[src/rtl/dmac_pkg.sv]
// rtl/dmac_pkg.sv - shared types and constants for the DMAC request controller
package dmac_pkg;

    typedef enum logic [2:0] {
        IDLE,
        CFG,
        SEL,
        XFER,
        DONE,
        ERR
    } dmac_ctrl_state_e;

    // Descriptor is always four words: SAddr, DAddr, Size, Ctrl
    localparam logic [2:0] CFG_WORDS     = 3'd4;
    localparam logic [1:0] CFG_LAST_WORD = 2'd3;

    localparam logic [1:0] HTRANS_IDLE   = 2'b00;
    localparam logic [1:0] HTRANS_NONSEQ = 2'b10;
    localparam logic [1:0] HRESP_ERROR   = 2'b01;

    localparam logic [1:0] CON_SEL_CH1   = 2'b00;
    localparam logic [1:0] CON_SEL_CH2   = 2'b01;
    localparam logic [1:0] CON_SEL_CFG   = 2'b10;

endpackage

[src/rtl/dmac_req_ctrl.sv]
// rtl/dmac_req_ctrl.sv - request/descriptor-fetch/channel control FSM for the DMAC datapath
module dmac_req_ctrl
    import dmac_pkg::*;
#(
    parameter int ACK_CYCLES = 1
) (
    input  logic       clk,
    input  logic       rst,
    input  logic [1:0] DmacReq,
    input  logic       HReady,
    input  logic [1:0] M_HResp,
    input  logic       C_config,
    input  logic       irq,
    input  logic [1:0] con_new_sel,
    input  logic [1:0] DmacReq_Reg,
    output logic       DmacReq_Reg_en,
    output logic       PeriAddr_reg_en,
    output logic       SAddr_Reg_en,
    output logic       DAddr_Reg_en,
    output logic       Trans_sz_Reg_en,
    output logic       Ctrl_Reg_en,
    output logic [1:0] addr_inc_sel,
    output logic [1:0] config_HTrans,
    output logic       config_write,
    output logic [1:0] con_sel,
    output logic       con_en,
    output logic       channel_en_1,
    output logic       channel_en_2,
    output logic [1:0] DmacAck,
    output logic       dmac_busy,
    output logic       dmac_err
);

    localparam logic [1:0] ACK_LAST = 2'(ACK_CYCLES - 1);

    dmac_ctrl_state_e state_q;
    logic [2:0]       a_cnt_q;
    logic [1:0]       d_cnt_q;
    logic             dvalid_q;
    logic [1:0]       ack_cnt_q;

    logic             in_cfg;
    logic             hresp_err;
    logic             word_en;
    logic             addr_open;

    assign in_cfg    = (state_q == CFG);
    assign hresp_err = in_cfg && dvalid_q && (M_HResp == HRESP_ERROR);
    assign word_en   = in_cfg && dvalid_q && HReady && !hresp_err;
    assign addr_open = (a_cnt_q < CFG_WORDS);

    // Sequencing: latch request, pipelined descriptor fetch, channel run, ack or error
    always_ff @(posedge clk or posedge rst) begin
        if (rst) begin
            state_q   <= IDLE;
            a_cnt_q   <= '0;
            d_cnt_q   <= '0;
            dvalid_q  <= 1'b0;
            ack_cnt_q <= '0;
        end else begin
            case (state_q)
                IDLE: begin
                    if (|DmacReq) begin
                        state_q  <= CFG;
                        a_cnt_q  <= '0;
                        d_cnt_q  <= '0;
                        dvalid_q <= 1'b0;
                    end
                end
                CFG: begin
                    if (hresp_err) begin
                        state_q <= ERR;
                    end else if (HReady) begin
                        if (addr_open) begin
                            a_cnt_q <= a_cnt_q + 3'd1;
                        end
                        dvalid_q <= addr_open;
                        if (dvalid_q) begin
                            d_cnt_q <= d_cnt_q + 2'd1;
                            if (d_cnt_q == CFG_LAST_WORD) begin
                                state_q <= SEL;
                            end
                        end
                    end
                end
                SEL: begin
                    state_q <= XFER;
                end
                XFER: begin
                    ack_cnt_q <= '0;
                    if (irq) begin
                        state_q <= DONE;
                    end
                end
                DONE: begin
                    if (ack_cnt_q == ACK_LAST) begin
                        state_q <= IDLE;
                    end else begin
                        ack_cnt_q <= ack_cnt_q + 2'd1;
                    end
                end
                ERR: begin
                    state_q <= IDLE;
                end
                default: begin
                    state_q <= IDLE;
                end
            endcase
        end
    end

    // Datapath controls decoded from state, counters and the live AHB handshake
    always_comb begin
        DmacReq_Reg_en  = (state_q == IDLE) && (|DmacReq);
        PeriAddr_reg_en = (state_q == IDLE) && (|DmacReq);
        SAddr_Reg_en    = word_en && (d_cnt_q == 2'd0);
        DAddr_Reg_en    = word_en && (d_cnt_q == 2'd1);
        Trans_sz_Reg_en = word_en && (d_cnt_q == 2'd2);
        Ctrl_Reg_en     = word_en && (d_cnt_q == 2'd3);
        addr_inc_sel    = in_cfg ? a_cnt_q[1:0] : 2'd0;
        config_HTrans   = (in_cfg && addr_open && !hresp_err) ? HTRANS_NONSEQ : HTRANS_IDLE;
        config_write    = 1'b0;
        con_sel         = CON_SEL_CFG;
        con_en          = 1'b0;
        channel_en_1    = 1'b0;
        channel_en_2    = 1'b0;
        DmacAck         = 2'b00;
        dmac_busy       = (state_q != IDLE);
        dmac_err        = (state_q == ERR);
        case (state_q)
            SEL: begin
                con_sel = {1'b0, C_config};
                con_en  = 1'b1;
            end
            XFER: begin
                // A corrupt 2'b11 select must never reach the datapath mux
                con_sel      = (con_new_sel == 2'b11) ? CON_SEL_CFG : con_new_sel;
                channel_en_1 = (con_new_sel == CON_SEL_CH1);
                channel_en_2 = (con_new_sel == CON_SEL_CH2);
            end
            DONE: begin
                // Peripheral @0x1000 is served first when both were latched
                if (DmacReq_Reg[1]) begin
                    DmacAck = 2'b10;
                end else if (DmacReq_Reg[0]) begin
                    DmacAck = 2'b01;
                end
            end
            default: begin
            end
        endcase
    end

endmodule

[config.mk]
export PLATFORM = sky130hd
export DESIGN_NAME = dmac_req_ctrl
export DESIGN_NICKNAME = d
export VERILOG_FILES = /design/src/rtl/dmac_pkg.sv /design/src/rtl/dmac_req_ctrl.sv
export SDC_FILE = /design/constraint.sdc
export NUM_CORES = 1
export LEC_CHECK = 0
export BUFFER_PORTS_ARGS = -buffer_cell sky130_fd_sc_hd__buf_4
export CORE_AREA = 8 8 65 67
export CTS_CLUSTER_DIAMETER = 50
export DETAILED_ROUTE_END_ITERATION = 10
export DIE_AREA = 0 0 73 75
export GPL_ROUTABILITY_DRIVEN = 0
export PLACE_DENSITY = 0.58
export SYNTH_ARGS = -nofsm -noshare
export SYNTH_HDL_FRONTEND = slang
export SYNTH_SLANG_ARGS = --single-unit
[constraint.sdc]
create_clock -name clk -period 4.44 [get_ports clk]
set_input_delay 0.666 -clock clk [delete_from_list [all_inputs] [get_ports clk]]
set_output_delay 0.666 -clock clk [all_outputs]
set_load 0.005 [all_outputs]
==> flow_metrics.tcl, run 1 <==
set metrics [dict create \
    status "finished, final reports clean" \
    synth_ff_type "dfrtp_1" \
    drt_iter0_drc 65 \
    slew_viol_final 0 \
    dp_cells 176 \
    r2r_slack_ns 2.64 \
    layout.cells.non_filler 180 \
    core_area_sq_um 3230 \
    cp_data_required_time_ns 3.77 \
    postCtsResizedCells 0 \
    ios 33 \
    ys_ff_latch 11 \
    grt_max_degree 22 \
    async_reset_ff_share_pct 100 \
    die_h_um 75 \
    power_density_nw_per_um2 557 \
    p_int_mw 0.374 \
    postCtsHoldBufs 0 \
    rsz0062_at_grt "false" \
    timing.hold.worst.class "in -> async" \
    synth_cell_type_count 39 \
    cts-buffers-inserted 3 \
    reg2reg_depth 3 \
    max_slew_margin_pct 63.8 \
    cts_root_buf "clkbuf_4" \
    grt_remaining_overflow 0 \
    synthMuxAreaShare_pct 5.63 \
    setup.worst_path.start_class "register" \
    cts_tree "built" \
    final.setup.tns_ns 0 \
    grt_pass1_vias 855 \
    drv_cap 0 \
    nNetsFinal 154 \
    seqPwrFrac_pct 30.2 \
    tightestPinTransition_ns 0.543 \
    synth-adder-area-share_pct 8.24 \
    clk_pin_slew_ns 0.09 \
    cts_num_sinks 11 \
    start_util_pct 28.2 \
    max_freq_mhz 365 \
    fillers 345 \
    dp_hpwl_mm 1.89 \
    areaGrowthSynthToFinish_pct 29.7 \
    leakagePower_nw 0.581 \
    synth_top_family_by_area "simple AND/OR/NAND/NOR gates" \
    ctsLongestPathBuffers 2 \
    rows 21 \
    finalHoldViolations 0 \
    synthXorXnorAreaFrac_pct 0 \
    finalPower_mw 0.658 \
    endpoint_kind "primary output" \
    multiInputGateArea_sq_um 567 \
    grt_usage_pct 8.98 \
    seq_area_frac_synth_pct 30.2 \
    finalSetupViolations 0 \
    via_per_inst 4.81 \
    final_util_pct 36.5 \
    htreeDepth 1 \
    vdd_ir_drop_max_mv 0.195 \
    p_sw_share_pct 43.2 \
    period_needed_ns 2.74 \
    synth_compound_area_share_pct 16.6 \
    r2r-end "dvalid_q" \
    register_area_sq_um 275 \
    crit_fanout 21 \
    die-area_sq_um 5480 \
    synth_edf_count 0 \
    io_buffers 30 \
    drc 0 \
    vias 866 \
    grt_pass1_wl_mm 3.95 \
    switching_power_mw 0.284 \
    critPathKind "reg -> out" \
    worstSkewPairLatency_ns 0.29 \
    antenna_left 0 \
    routed_wl_mm 2.39 \
    period_share_pct 61.8 \
    cts_setup_buffers 0 \
    netlist_instances 106 \
    avgSynthCellArea_sq_um 8.59 \
    finClkSkew_ns 0.0142 \
    drt_first_pass_iters 4 \
    pwr-share-clk_pct 11.4 \
    combPwrFrac_pct 58.4 \
    cp_data_arrival_time_ns 2.08 \
    routedWlPerCell_um 13.3 \
    die_width_um 73 \
    antenna_found_initial 0 \
    reg2reg_from "state_q[0]" \
    ys.warnings.count 0 \
    synth_area_sq_um 911 \
    synth-simple-area-share_pct 30.9 \
    layout-drive-gt1-share_pct 29.9 \
    antenna_cells 0 \
]
-- cell families after synthesis --
kind of cell / count (synthesis)
simple gates: 49
compound gates: 19
buf+inv: 15
flops: 11
fa+ha+maj: 6
mux: 5
other cells: 1
-- layout make-up --
cell class	instances	area share, %
multi-input cells	81	48.0
flip-flops and latches	11	23.3
repair buffers	30	19.1
well taps	46	4.87
inverters	8	2.54
clock buffers	4	2.22
-- worst max-delay path: stages (launching register included) --
cell and delay, ns:
dfrtp_1 0.69, or3b_4 0.48, a2111oi_2 0.35, and2_1 0.18
buf_4 0.10
-- flip-flops by register name (all words and copies together), names as in the netlist --
name and count:
a_cnt_q 3, dvalid_q 1, state_q 3, d_cnt_q 2, ack_cnt_q 2
-- cell usage in the layout (no fill, tap or decap), types with 2 or more instances in the layout --
cell type,synthesis,layout
buf_4,3,30
dfrtp_1,11,11
nor2_1,10,10
nand2_1,9,9
inv_1,8,8
ha_1,6,6
nand2b_1,4,4
mux2i_1,4,4
nor3b_1,4,4
nor3_1,4,4
and2_1,4,4
a21oi_1,3,3
a21o_1,3,3
clkbuf_4,0,3
or3_1,2,2
and3b_1,2,2
nand3_1,2,2
a211oi_1,2,2
nand3b_1,2,2
conb_1,1,2
-- cell usage after synthesis (all sizes together), types with 2 or more instances --
| cell | instances | area share [%] |
|---|---|---|
| nor3b | 5 | 4.7 |
| or3 | 2 | 1.4 |
| dfrtp | 11 | 30 |
| buf | 6 | 4.1 |
| nand3 | 2 | 1.1 |
| nor2 | 10 | 4.1 |
| nor3 | 4 | 2.2 |
| or3b | 2 | 2.2 |
| and3b | 2 | 1.9 |
| and2 | 4 | 2.7 |
| nand2b | 4 | 2.7 |
| nand3b | 2 | 1.6 |
| mux2i | 4 | 4.4 |
| nand2 | 9 | 3.7 |
| a211oi | 3 | 3.0 |
| a21oi | 3 | 1.6 |
| ha | 6 | 8.2 |
| a21o | 3 | 2.5 |
| inv | 8 | 3.3 |
-- power by group through the flow --
stage	registers (mW)	logic (mW)	clock network (mW)
finish	0.199	0.384	0.0753
floorplan	0.160	0.299	0
global placement	0.197	0.382	0
CTS	0.198	0.391	0.0754
detailed placement	0.200	0.390	0
global route	0.208	0.431	0.0812
-- per-stage QoR --
step | setup WS (ns) | area (sq um) | hold WS (ns)
global placement | 2.05 | 1150 | 0.523
CTS | 1.70 | 1180 | 0.406
floorplan | 2.45 | 915 | 0.474
global route | 1.57 | 1180 | 0.429
detailed placement | 2.00 | 1150 | 0.527
finish | 1.70 | 1180 | 0.378
-- worst max-delay path by stage --
stage,start,to
after global routing,state_q[0],Trans_sz_Reg_en
after detailed placement,state_q[0],SAddr_Reg_en
final,state_q[0],Trans_sz_Reg_en
after global placement,state_q[0],DAddr_Reg_en
after floorplan,HReady,DAddr_Reg_en
after CTS,state_q[0],SAddr_Reg_en
-- metal layers --
metal  part of all wire (%)  track usage (%)  wire length, um  vias up
met5                      0                0                0        -
li1                       -                -                -      423
met4                    2.2             4.67               53        0
met3                    7.9             2.26              189        5
met2                     46             15.0             1100       34
met1                     44             10.4             1050      404
Power figures use the tool's default switching activity.
==> run 2, diff against run 1 <==
clock period = 2.86 ns   (was 4.44 ns; I/O delays follow)
==> run 2 against run 1 <==
Clock power is 53% higher; non-clock buffer count stayed put; count of clock-buffer cells in the layout stayed put; largest cell class unchanged; die area stayed put; combinational power is 55% higher; clock skew hardly changed; routed wire length is 1.4% lower; global-route usage is 0.050 points higher; setup slack worse by 1.4 ns; largest power group unchanged.
==> flow_metrics.tcl, run 2 (same netlist as run 1, synthesis figures left out) <==
set metrics [dict create \
    crit_fanout 21 \
    antenna_found_initial 0 \
    critPathKind "reg -> out" \
    final_common_cell "buf_4" \
    antenna_cells 0 \
    grt_max_degree 22 \
    antenna_left 0 \
    die_h_um 75 \
    drt_iter0_drc 68 \
    max_freq_mhz 395 \
    drc 0 \
    nNetsFinal 154 \
    ios 33 \
    drv_cap 0 \
    leakagePower_nw 0.581 \
    layout-drive-gt1-share_pct 29.9 \
    cts-buffers-inserted 3 \
    postCtsResizedCells 0 \
    reg_top3 "a_cnt_q: 3 flops, state_q: 3 flops" \
    cts_setup_buffers 0 \
    holdWs_ns 0.150 \
    routedWlPerCell_um 13.1 \
    finClkSkew_ns 0.0138 \
    clk_pin_slew_ns 0.09 \
    finalPower_mw 1.02 \
    fillers 353 \
    reg2reg_from "state_q[0]" \
    power_density_nw_per_um2 863 \
    htreeDepth 1 \
    layout_common_cells "buf_4, dfrtp_1, nor2_1, nand2_1, inv_1" \
    areaGrowthSynthToFinish_pct 29.7 \
    drt_first_pass_iters 4 \
    worstSkewPairLatency_ns 0.28 \
    cts_root_buf "clkbuf_4" \
    cp_data_required_time_ns 2.43 \
    dp_hpwl_mm 1.88 \
    rows 21 \
    slew_viol_final 0 \
    status "finished, final reports clean" \
    rsz0062_at_grt "false" \
    cts_num_sinks 11 \
    die_width_um 73 \
    die-area_sq_um 5480 \
    final.setup.tns_ns 0 \
    vias 853 \
    finalSetupViolations 0 \
    endpoint_kind "primary output" \
    io_buffers 30 \
    reg2reg_depth 3 \
    grt_pass1_vias 844 \
    routed_wl_mm 2.36 \
    ctsLongestPathBuffers 2 \
    finalHoldViolations 0 \
    critPathLaunch "state_q[0]" \
    postCtsHoldBufs 0 \
    grt_remaining_overflow 0 \
    grt_usage_pct 9.03 \
    timing.hold.worst.class "in -> async" \
    setup.worst_path.start_class "register" \
    period_share_pct 88.5 \
    cp_data_arrival_time_ns 2.10 \
    vdd_ir_drop_max_mv 0.260 \
    start_util_pct 28.2 \
    cts_tree "built" \
    max_slew_margin_pct 62.7 \
    period_needed_ns 2.53 \
    via_per_inst 4.74 \
    tightestPinTransition_ns 0.560 \
    grt_pass1_wl_mm 3.98 \
    core_area_sq_um 3230 \
]
run 2: cell counts in the layout (fill, tap and decap cells not counted):
Identical to the previous run, type by type.
run 2: final cells by class:
cell class | instances | area, sq um | area share [%]
Inverter | 8 | 30.0 | 2.54
Sequential cell | 11 | 275 | 23.3
Tap cell | 46 | 57.6 | 4.87
Timing Repair Buffer | 30 | 225 | 19.1
Clock buffer | 4 | 26.3 | 2.22
Multi-Input combinational cell | 81 | 567 | 48.0
run 2: worst paths after layout:
path | slack, ns | endpoint
min in group clk | 0.44 | state_q[2]
worst max register to register | 1.04 | dvalid_q
worst min register to register | 0.55 | a_cnt_q[2]
max in group asynchronous | 2.38 | state_q[2]
worst min-delay path | 0.15 | a_cnt_q[2]
worst max-delay path | 0.33 | SAddr_Reg_en
run 2: layer usage:
| metal | vias up | GRT usage [%] | wire [um] |
|---|---|---|---|
| li1 | 424 | - | - |
| met1 | 396 | 10.6 | 1000 |
| met2 | 31 | 15.0 | 1110 |
| met3 | 2 | 2.13 | 221 |
| met4 | 0 | 4.67 | 27 |
| met5 | - | 0 | 0 |
run 2: critical path, stage by stage (launching register included):
cell,delay (ns)
dfrtp_1,0.70
or3b_4,0.48
a2111oi_2,0.36
and2_1,0.18
buf_4,0.11
run 2: power breakdown:
group / total (mW) / switching (mW) / leakage [nW] / internal, mW
logic: 0.596 / 0.281 / 0.423 / 0.315
registers: 0.308 / 0.0963 / 0.142 / 0.212
clock network: 0.115 / 0.0614 / 0.0150 / 0.0540
run 2: through the flow:
| stage | area (sq um) | std cells | setup WS (ns) | util (%) |
|---|---|---|---|---|
| floorplan | 915 | 107 | 1.15 | - |
| global placement | 1150 | 176 | 0.706 | 35.7 |
| detailed placement | 1150 | 176 | 0.642 | 35.7 |
| CTS | 1180 | 180 | 0.336 | 36.5 |
| global route | 1180 | 180 | 0.184 | 36.5 |
| finish | 1180 | 180 | 0.330 | 36.5 |
